[src/rtl/adda_pkg.sv]
// +--------------------------------------------------------------------+
// | adda_pkg : shared SPI FSM states and timing defaults for AD/DA     |
// | Rev 1.0  : initial release                                         |
// +--------------------------------------------------------------------+
`default_nettype none

package adda_pkg;

  typedef enum logic [1:0] {
    IDLE  = 2'd0,
    SETUP = 2'd1,
    SHIFT = 2'd2,
    HOLD  = 2'd3
  } adda_state_e;

  localparam int unsigned C_CLK_DIV = 4;
  localparam int unsigned C_GAP     = 8;

endpackage

`default_nettype wire

[src/rtl/spi_clk_gen.sv]
// +--------------------------------------------------------------------+
// | spi_clk_gen : half-period divider producing sclk plus edge strobes |
// | Rev 1.0     : initial release                                      |
// +--------------------------------------------------------------------+
`default_nettype none

module spi_clk_gen #(
  parameter int unsigned CLK_DIV = 4
) (
  input  logic clk,
  input  logic rst_n,
  input  logic en_i,
  output logic sclk_o,
  output logic rise_o,
  output logic fall_o
);

  localparam int unsigned CW = $clog2(CLK_DIV);

  logic [CW-1:0] cnt_q, cnt_d;
  logic          sclk_q, sclk_d;
  logic          wrap;

  // Strobes flag the clk edge on which sclk_q is about to toggle.
  assign wrap   = en_i && (cnt_q == CW'(CLK_DIV - 1));
  assign rise_o = wrap && !sclk_q;
  assign fall_o = wrap && sclk_q;
  assign sclk_o = sclk_q;

  always_comb begin
    cnt_d  = cnt_q;
    sclk_d = sclk_q;
    if (!en_i) begin
      cnt_d  = '0;
      sclk_d = 1'b0;
    end else if (wrap) begin
      cnt_d  = '0;
      sclk_d = !sclk_q;
    end else begin
      cnt_d = cnt_q + 1'b1;
    end
  end

  always_ff @(posedge clk or negedge rst_n) begin
    if (!rst_n) begin
      cnt_q  <= '0;
      sclk_q <= 1'b0;
    end else begin
      cnt_q  <= cnt_d;
      sclk_q <= sclk_d;
    end
  end

endmodule

`default_nettype wire

[src/rtl/spi_adc_rx.sv]
// +--------------------------------------------------------------------+
// | spi_adc_rx : SPI read master, one fixed-length ADC frame per start |
// | Rev 1.0    : initial release                                       |
// +--------------------------------------------------------------------+
`default_nettype none

module spi_adc_rx
  import adda_pkg::*;
#(
  parameter int unsigned DATA_W  = 12,
  parameter int unsigned FRAME_W = 16,
  parameter int unsigned LEAD    = 2,
  parameter int unsigned CLK_DIV = C_CLK_DIV,
  parameter int unsigned GAP     = C_GAP
) (
  input  logic              clk,
  input  logic              rst_n,
  input  logic              start,
  output logic              busy,
  output logic              cs_n,
  output logic              sclk,
  input  logic              miso,
  output logic [DATA_W-1:0] rx_data,
  output logic              rx_valid
);

  localparam int unsigned TMR_MAX = (CLK_DIV > GAP) ? CLK_DIV : GAP;
  localparam int unsigned TW      = $clog2(TMR_MAX);
  localparam int unsigned BW      = $clog2(FRAME_W + 1);

  adda_state_e        state_q, state_d;
  logic [TW-1:0]      tmr_q, tmr_d;
  logic [BW-1:0]      bit_q, bit_d;
  logic [FRAME_W-1:0] sreg_q, sreg_d;
  logic [DATA_W-1:0]  rx_data_q, rx_data_d;
  logic               rx_valid_q, rx_valid_d;
  logic               busy_q, busy_d;
  logic               cs_n_q, cs_n_d;
  logic               sclk_rise, sclk_fall;
  logic               unused_sreg;

  spi_clk_gen #(
    .CLK_DIV(CLK_DIV)
  ) u_clk_gen (
    .clk   (clk),
    .rst_n (rst_n),
    .en_i  (state_q == SHIFT),
    .sclk_o(sclk),
    .rise_o(sclk_rise),
    .fall_o(sclk_fall)
  );

  // Leading and trailing frame bits are shifted through but never extracted.
  assign unused_sreg = ^sreg_q;

  always_comb begin
    state_d    = state_q;
    tmr_d      = tmr_q;
    bit_d      = bit_q;
    sreg_d     = sreg_q;
    rx_data_d  = rx_data_q;
    rx_valid_d = 1'b0;

    if (sclk_rise) begin
      sreg_d = {sreg_q[FRAME_W-2:0], miso};
    end

    case (state_q)
      IDLE: begin
        if (start) begin
          state_d = SETUP;
          tmr_d   = '0;
        end
      end
      SETUP: begin
        if (tmr_q == TW'(CLK_DIV - 1)) begin
          state_d = SHIFT;
          tmr_d   = '0;
          bit_d   = '0;
        end else begin
          tmr_d = tmr_q + 1'b1;
        end
      end
      SHIFT: begin
        // The frame ends on the falling edge that closes the last sclk period.
        if (sclk_fall) begin
          if (bit_q == BW'(FRAME_W - 1)) begin
            state_d    = HOLD;
            bit_d      = '0;
            rx_data_d  = sreg_q[FRAME_W-1-LEAD -: DATA_W];
            rx_valid_d = 1'b1;
          end else begin
            bit_d = bit_q + 1'b1;
          end
        end
      end
      HOLD: begin
        if (tmr_q == TW'(GAP - 1)) begin
          state_d = IDLE;
          tmr_d   = '0;
        end else begin
          tmr_d = tmr_q + 1'b1;
        end
      end
      default: state_d = IDLE;
    endcase

    cs_n_d = !((state_d == SETUP) || (state_d == SHIFT));
    busy_d = (state_d != IDLE);
  end

  always_ff @(posedge clk or negedge rst_n) begin
    if (!rst_n) begin
      state_q    <= IDLE;
      tmr_q      <= '0;
      bit_q      <= '0;
      sreg_q     <= '0;
      rx_data_q  <= '0;
      rx_valid_q <= 1'b0;
      busy_q     <= 1'b0;
      cs_n_q     <= 1'b1;
    end else begin
      state_q    <= state_d;
      tmr_q      <= tmr_d;
      bit_q      <= bit_d;
      sreg_q     <= sreg_d;
      rx_data_q  <= rx_data_d;
      rx_valid_q <= rx_valid_d;
      busy_q     <= busy_d;
      cs_n_q     <= cs_n_d;
    end
  end

  assign busy     = busy_q;
  assign cs_n     = cs_n_q;
  assign rx_data  = rx_data_q;
  assign rx_valid = rx_valid_q;

endmodule

`default_nettype wire

[config.mk]
export PLATFORM = sky130hd
export DESIGN_NAME = spi_adc_rx
export DESIGN_NICKNAME = d
export VERILOG_FILES = /design/src/rtl/adda_pkg.sv /design/src/rtl/spi_clk_gen.sv /design/src/rtl/spi_adc_rx.sv
export SDC_FILE = /design/constraint.sdc
export NUM_CORES = 1
export LEC_CHECK = 0
export BUFFER_PORTS_ARGS = -buffer_cell sky130_fd_sc_hd__clkbuf_2
export CAP_MARGIN = 40
export CORE_ASPECT_RATIO = 1.5
export CORE_MARGIN = 3
export CORE_UTILIZATION = 25
export DETAILED_ROUTE_END_ITERATION = 12
export HOLD_SLACK_MARGIN = 0.05
export SKIP_LAST_GASP = 1
export SYNTH_ARGS = -nofsm -noshare
export SYNTH_HDL_FRONTEND = slang
export SYNTH_SLANG_ARGS = --single-unit
[constraint.sdc]
create_clock -name clk -period 2.8 [get_ports clk]
set_clock_uncertainty 0.2 [all_clocks]
set_input_delay 0.28 -clock clk [delete_from_list [all_inputs] [get_ports clk]]
set_output_delay 0.28 -clock clk [all_outputs]
set_load 0.03 [all_outputs]
Word level (Yosys, flattened, before mapping). Cells that the tools add are included.

Register bits after elaboration: 42. Input bits: 4. Output and inout bits: 16. Word-level logic and storage cells: 60.

Add/subtract/negate cells: 3. Equality and inequality tests: 13. Muxes and demuxes: 21. Reductions and logical operators: 13.

Operators by type and width (count): 2-to-1 mux 5 bit (3); 2-to-1 mux 2 bit (7); case mux 5 bit (2 select lines) (1); 2-to-1 mux 3 bit (3); case mux 3 bit (3 select lines) (1); == test 2 bit, second input constant (4); != test 2 bit, second input constant (4); case mux 2 bit (4 select lines) (1); AND reduction 3 bit (2); adder 5 x 1 -> 5 bit, second input constant (1); == test 5 x 4 -> 1 bit, second input constant (1); 2-to-1 mux 1 bit (5); == test 2 x 1 -> 1 bit, second input constant (2); nonzero test 2 bit (2); adder 3 x 1 -> 3 bit, second input constant (1); == test 3 x 2 -> 1 bit, second input constant (1); == test 3 bit, second input constant (1); logical AND 1 bit (3); nonzero test 3 bit (1); adder 2 x 1 -> 2 bit, second input constant (1); zero test 1 bit (2); zero test 2 bit (1); AND reduction 2 bit (1); logical OR 1 bit (1).

Logic depth before layout (Yosys ltp). Gate-level depths: netlist of run 1.

Depth after elaboration: 8. Depth in mapped cells: 7. Depth with buffers taken out: 6.

By module. From an unflattened synthesis of run 1, not the netlist that was laid out.

Cell total of the unflattened synthesis: 133. Area, all modules: 1813.0 µm².

By module, submodules not included: spi_adc_rx (instances 1, cells an instance 122, area an instance 1677.9 µm², seq. area each 977.2 µm²); spi_clk_gen (instances 1, cells an instance 11, area an instance 135.1 µm², seq. area each 75.1 µm²).

Least setup slack after synthesis of run 1. Ideal clock, no wire load.

Path kind: register to register. Start: reg u_clk_gen.sclk_q, in the netlist u_clk_gen.sclk_o. End: reg cs_n_q, in the netlist cs_n. Data arrival time: 1706 ps. Data required time: 2542 ps. Setup slack: 836 ps. Stages on the path, launching flop included: 7. Cell sequence: dfrtp_1 nand4b_4 nor3_4 buf_6 o32ai_1 ha_1 inv_1.

Word-level cells in the longest chain between the ends: 6.

Ends and longest elaborated chain: start: declaration (RTL line spi_clk_gen.sv:21) `logic sclk_q, sclk_d;`; start signal: assignment (RTL line spi_clk_gen.sv:50) `sclk_q <= sclk_d;`; logical AND 1 bit (*) (RTL line spi_clk_gen.sv:27) `assign fall_o = wrap && sclk_q;`; 2-to-1 mux 2 bit (*) (RTL line spi_adc_rx.sv:86) `if (sclk_fall) begin`; case mux 2 bit (4 select lines) (*) (RTL line spi_adc_rx.sv:68) `case (state_q)`; == test 2 x 1 -> 1 bit or == test 2 bit (tied branches) (RTL line spi_adc_rx.sv:108) `cs_n_d = !((state_d == SETUP) || (state_d == SHIFT));`; logical OR 1 bit (*) (RTL line spi_adc_rx.sv:108); zero test 1 bit (*) (RTL line spi_adc_rx.sv:108); net cs_n_d (RTL line spi_adc_rx.sv:38) `logic cs_n_q, cs_n_d;`; end signal: assignment (RTL line spi_adc_rx.sv:130) `cs_n_q <= cs_n_d;`; end: declaration (RTL line spi_adc_rx.sv:38).

The timed path passes the listed nets; every way through them passes the cells marked *. A chain may end at the register's enable or synchronous reset.

Final worst setup path of run 1.
Start: reg bit_q[1]. End: reg rx_data_q[5], in the netlist rx_data[5].

Word-level cells in the longest chain between the ends: 2.

Ends and longest elaborated chain: start: declaration (RTL line spi_adc_rx.sv:33) `logic [BW-1:0] bit_q, bit_d;`; start signal: assignment (RTL line spi_adc_rx.sv:125) `bit_q <= bit_d;`; == test 5 x 4 -> 1 bit (RTL line spi_adc_rx.sv:87) `if (bit_q == BW'(FRAME_W - 1)) begin`; AND reduction 3 bit (no source line); end signal: assignment (RTL line spi_adc_rx.sv:127) `rx_data_q <= rx_data_d;`; end: declaration (RTL line spi_adc_rx.sv:35) `logic [DATA_W-1:0] rx_data_q, rx_data_d;`.

No other way between the ends.

==> impl_metrics.env, run 1 <==
export IMPL_routed_wl_um=3000
export IMPL_rows=38
export IMPL_rsz0062_at_grt="no"
export IMPL_worstMarginPinSlew_ns=0.509
export IMPL_globalRouteOverflowTotal=0
export IMPL_dieArea_mm2=0.00861
export IMPL_cts_tree="built"
export IMPL_nNetsFinal=172
export IMPL_use_met1_pct=9.18
export IMPL_final_common_cell="dfrtp_1"
export IMPL_die_w_um=76.8
export IMPL_synth_cell_types=39
export IMPL_max_cap_viol_count=0
export IMPL_cts_root_buf="clkbuf_8"
export IMPL_seq_area_frac_synth_pct=56.0
export IMPL_synthArstFlopShare_pct=100
export IMPL_cts_sinks=42
export IMPL_htreeDepth=2
export IMPL_avgSynthCellArea_um2=14.0
export IMPL_use_met3_pct=2.49
export IMPL_holdCritPathClass="in2reg"
export IMPL_synth_edff_count=0
export IMPL_viasPerCell=4.21
export IMPL_outcome="completed"
export IMPL_final_cell_mix="dfrtp_1 (41), mux2_2 (21), clkbuf_2 (19)"
export IMPL_synth_main_ff_cell="dfrtp_1"
export IMPL_fin_cells=262
export IMPL_grt_busiest_layer="met2"
export IMPL_cts_resized=0
export IMPL_place_congestion=0.811
export IMPL_port_buffers=19
export IMPL_antenna_found_initial=0
export IMPL_grt_use_met2_pct=12.4
export IMPL_fp_coreArea_mm2=0.00727
export IMPL_grt_pass1_wl_um=5240
export IMPL_die_h_um=112
export IMPL_path_max_fanout=8
export IMPL_path_clk_slew_ns=0.08
export IMPL_synthesis_area_mm2=0.00188
export IMPL_cts_buffers=5
export IMPL_finalSetupViolations=0
export IMPL_cp_start_kind="register"
export IMPL_grt_max_degree=43
export IMPL_slew_violations=0
export IMPL_fin_tns_setup_ns=0
export IMPL_slew_headroom_pct=66.1
export IMPL_critPathKind="reg2reg"
export IMPL_vias=1102
export IMPL_place_area_mm2=0.00209
export IMPL_drt_wirelength_per_cell_um=11.4
export IMPL_track_usage_pct=7.65
export IMPL_first_global_vias=1143
export IMPL_cts_max_path_buffers=2
export IMPL_timing_fmax_ghz=0.455
export IMPL_drc=0
export IMPL_postLayoutCoreUtil_pct=30.3
export IMPL_hold_slack_ns=0.181
export IMPL_insertedDiodeCount=0
export IMPL_final_layout_size_suffix_gt1_share_pct=40.1
export IMPL_boundaryPins=20
export IMPL_yosys_warnings=0
export IMPL_post_cts_buffers=0
export IMPL_dp_cells=252
export IMPL_ys_ff_latch=42
export IMPL_clkLatencyLatePin_ns=0.29
export IMPL_dp_hpwl_um=2180
export IMPL_leakage_nw=1.08
export IMPL_period_share_pct=78.4
export IMPL_crit_arrival_ns=2.17
export IMPL_ir_drop_v=0.000326
export IMPL_finalHoldViolCount=0
export IMPL_ant_nets=0
export IMPL_drt_pass1_iterations=4
export IMPL_area_growth_pct=17.4
export IMPL_p_per_area_mw_per_mm2=695
export IMPL_worstSetupEndpointType="register"
export IMPL_finalCriticalPeriod_ns=2.20
export IMPL_syn_inst=134
export IMPL_cp_required_ns=2.77
export IMPL_drtIter0Drc=70
export IMPL_fin_area_mm2=0.00221
export IMPL_syn_num_nets=145
export IMPL_initial_utilization_pct=25.8
-- power breakdown --
group / switching (W) / internal, W
clock: 0.000192 / 0.000199
sequential: 0.0000803 / 0.000682
combinational: 0.000200 / 0.000182
-- cell usage after synthesis, types with 2 or more instances --
master | n | area share (%)
dfrtp_1 | 41 | 55
mux2_2 | 21 | 13
ha_1 | 7 | 4.7
inv_1 | 7 | 1.4
mux2_4 | 7 | 5.6
nor2_1 | 6 | 1.2
nand2_1 | 4 | 0.80
nand3_1 | 4 | 1.1
o21ai_0 | 4 | 1.1
buf_6 | 2 | 1.2
clkbuf_1 | 2 | 0.40
mux2i_1 | 2 | 1.1
-- critical path, cell delays in order, from the launching register on --
cell	delay, ns
dfrtp_1	0.41
ha_1	0.21
nand3_1	0.19
nor3_4	0.45
buf_4	0.27
mux2_2	0.35
-- state kept, by name, summed over array words and instances, names as in the netlist --
name and count:
sreg_q 14, rx_data 12, bit_q 5, tmr_q 3
state_q 2, u_clk_gen.cnt_q 2, busy 1, cs_n 1
rx_valid 1, u_clk_gen.sclk_o 1
-- repair_timing --
action                     4_1_cts  5_1_grt
setup endpoints to repair        0        0
hold endpoints to repair        42        0
hold buffers                     2        0
-- final cells by class --
cell class	instances	area, um^2
flip-flops and latches	42	1050
fillers	735	5070
well taps	100	125
clock buffers	7	86.3
multi-input cells	80	766
clock inverters	1	5.00
repair buffers	25	145
inverters	7	26.3
-- kinds of logic (layout without fill, tap and decap cells) --
| logic type | Yosys count | count (layout) | share of synthesized area (%) |
|---|---|---|---|
| flops | 42 | 42 | 56.0 |
| mux | 30 | 30 | 19.2 |
| simple gates | 25 | 25 | 9.59 |
| compound gates | 17 | 17 | 6.79 |
| buf+inv | 12 | 40 | 3.26 |
| fa+ha+maj | 7 | 7 | 4.66 |
| xor+xnor | 1 | 1 | 0.466 |
-- metal layers --
| layer | wire length, um | vias to the layer above |
|---|---|---|
| met4 | 35 | 0 |
| li1 | - | 536 |
| met1 | 1390 | 546 |
| met5 | 0 | - |
| met3 | 88 | 5 |
| met2 | 1490 | 15 |
-- through the flow --
stage	power [W]	worst slack, ns
3_5_place_dp	0.00116	0.603
4_1_cts	0.00156	0.586
6_report	0.00153	0.604
3_3_place_gp	0.00116	0.660
2_1_floorplan	0.00106	0.836
5_1_grt	0.00165	0.499
-- worst paths after layout --
kind / start / end / slack (ns) / cells past startpoint
max: bit_q[1] / rx_data[5] / 0.60 / 5
min: start / tmr_q[1] / 0.18 / 4
max reg2reg: bit_q[1] / rx_data[5] / 0.60 / 5
min reg2reg: u_clk_gen.cnt_q[0] / u_clk_gen.cnt_q[0] / 0.24 / 1
max in group asynchronous: rst_n / cs_n / 1.64 / 3
min in group asynchronous: rst_n / bit_q[1] / 0.39 / 3
Note: power is estimated with default switching activity, not from simulation.
==> run 2: changes to the inputs <==
clock period = 1.84 ns   (was 2.8 ns; I/O delays follow)
==> impl_metrics.env, run 2 (synthesis gave the netlist of run 1 again) <==
export IMPL_outcome="completed"
export IMPL_worstMarginPinSlew_ns=0.433
export IMPL_leakage_nw=1.11
export IMPL_final_layout_size_suffix_gt1_share_pct=45.6
export IMPL_vias=1143
export IMPL_ir_drop_v=0.000578
export IMPL_cts_root_buf="clkbuf_8"
export IMPL_path_clk_slew_ns=0.07
export IMPL_holdCritPathClass="in2reg"
export IMPL_fp_coreArea_mm2=0.00727
export IMPL_finalCriticalPeriod_ns=1.73
export IMPL_largest_reg_flops=14
export IMPL_drt_wirelength_per_cell_um=12.1
export IMPL_globalRouteOverflowTotal=0
export IMPL_crit_arrival_ns=1.77
export IMPL_initial_utilization_pct=25.8
export IMPL_first_global_vias=1275
export IMPL_grt_pass1_wl_um=5910
export IMPL_routed_wl_um=3270
export IMPL_grt_max_degree=28
export IMPL_period_share_pct=94.3
export IMPL_cts_buffers=5
export IMPL_critPathKind="reg2reg"
export IMPL_finalHoldViolCount=0
export IMPL_max_cap_viol_count=0
export IMPL_viasPerCell=4.25
export IMPL_final_cell_mix="dfrtp_1 (40), mux2_2 (21), clkbuf_2 (19)"
export IMPL_track_usage_pct=8.57
export IMPL_drtIter0Drc=32
export IMPL_slew_headroom_pct=71.2
export IMPL_ant_nets=0
export IMPL_min_path_cells=4
export IMPL_die_w_um=76.8
export IMPL_rows=38
export IMPL_antenna_found_initial=0
export IMPL_path_max_fanout=3
export IMPL_worstSetupEndpointType="register"
export IMPL_cts_tree="built"
export IMPL_clkLatencyLatePin_ns=0.28
export IMPL_place_congestion=0.834
export IMPL_boundaryPins=20
export IMPL_port_buffers=19
export IMPL_area_growth_pct=23.4
export IMPL_drt_pass1_iterations=4
export IMPL_die_h_um=112
export IMPL_dp_hpwl_um=2420
export IMPL_insertedDiodeCount=0
export IMPL_postLayoutCoreUtil_pct=31.9
export IMPL_cts_max_path_buffers=2
export IMPL_fin_tns_setup_ns=0
export IMPL_slew_violations=0
export IMPL_top_register="sreg_q"
export IMPL_rsz0062_at_grt="no"
export IMPL_cp_required_ns=1.88
export IMPL_p_per_area_mw_per_mm2=1030
export IMPL_cts_sinks=42
export IMPL_timing_fmax_ghz=0.576
export IMPL_cp_start_kind="register"
export IMPL_finalSetupViolations=0
export IMPL_htreeDepth=2
export IMPL_dieArea_mm2=0.00861
export IMPL_drc=0
export IMPL_fillCellCount=724
export IMPL_post_route_worst_setup_slack_ns=0.105
export IMPL_dp_slack_ns=0.0142
export IMPL_ff2ff_path_depth=6
export IMPL_nNetsFinal=179
export IMPL_final_common_cell="dfrtp_1"
run 2: power breakdown:
part / switching, W / internal, W
combinational: 0.000375 / 0.000336
sequential: 0.0000826 / 0.00104
clock: 0.000288 / 0.000270
total: 0.000745 / 0.00164
run 2: worst paths after layout:
| path | start | to | slack, ns |
|---|---|---|---|
| setup / recovery | tmr_q[0] | cs_n | 0.11 |
| hold / removal | start | tmr_q[1] | 0.08 |
| setup reg to reg | tmr_q[0] | cs_n | 0.11 |
| hold reg to reg | u_clk_gen.cnt_q[0] | u_clk_gen.cnt_q[0] | 0.29 |
| max in group asynchronous | rst_n | cs_n | 0.73 |
| min in group asynchronous | rst_n | rx_data[8] | 0.16 |
run 2: stage by stage:
stage / instance area (um^2) / instances / hold slack, ns / total power (W)
after global placement: 2210 / 259 / -0.0552 / 0.00183
after detailed placement: 2210 / 259 / -0.0488 / 0.00185
after CTS: 2310 / 269 / 0.0709 / 0.00243
after global routing: 2320 / 269 / 0.0927 / 0.00257
after floorplan: 1910 / 134 / -0.312 / 0.00167
final: 2320 / 269 / 0.0762 / 0.00239
run 2: cell type report:
cell class | count | area [um^2] | area share, %
Tap cell | 100 | 125 | 5.39
Clock buffer | 8 | 80.1 | 3.45
Inverter | 7 | 26.3 | 1.13
Multi-Input combinational cell | 80 | 800 | 34.5
Sequential cell | 42 | 1050 | 45.4
Timing Repair Buffer | 32 | 235 | 10.1
run 2: critical path, cell delays in order (launching register included):
cell	delay [ns]
dfrtp_1	0.38
ha_1	0.24
ha_1	0.23
a21oi_2	0.19
o32ai_2	0.12
ha_1	0.27
inv_1	0.05
run 2: repair_timing:
action | 4_1_cts | 5_1_grt
gates resized for setup | 1 | 2
hold endpoints to repair | 42 | 0
setup endpoints to repair | 1 | 2
hold buffers | 2 | 0
buffers inserted | 0 | 0
pin swaps | 0 | 1
run 2: layer usage:
metal | part of all wire, % | GRT usage, % | up-vias | wire length, um
met5 | 0 | 0 | - | 0
met4 | 2.5 | 4.35 | 0 | 83
met3 | 2.9 | 1.77 | 7 | 96
met2 | 53 | 14.9 | 16 | 1740
met1 | 41 | 9.87 | 570 | 1350
li1 | - | - | 550 | -
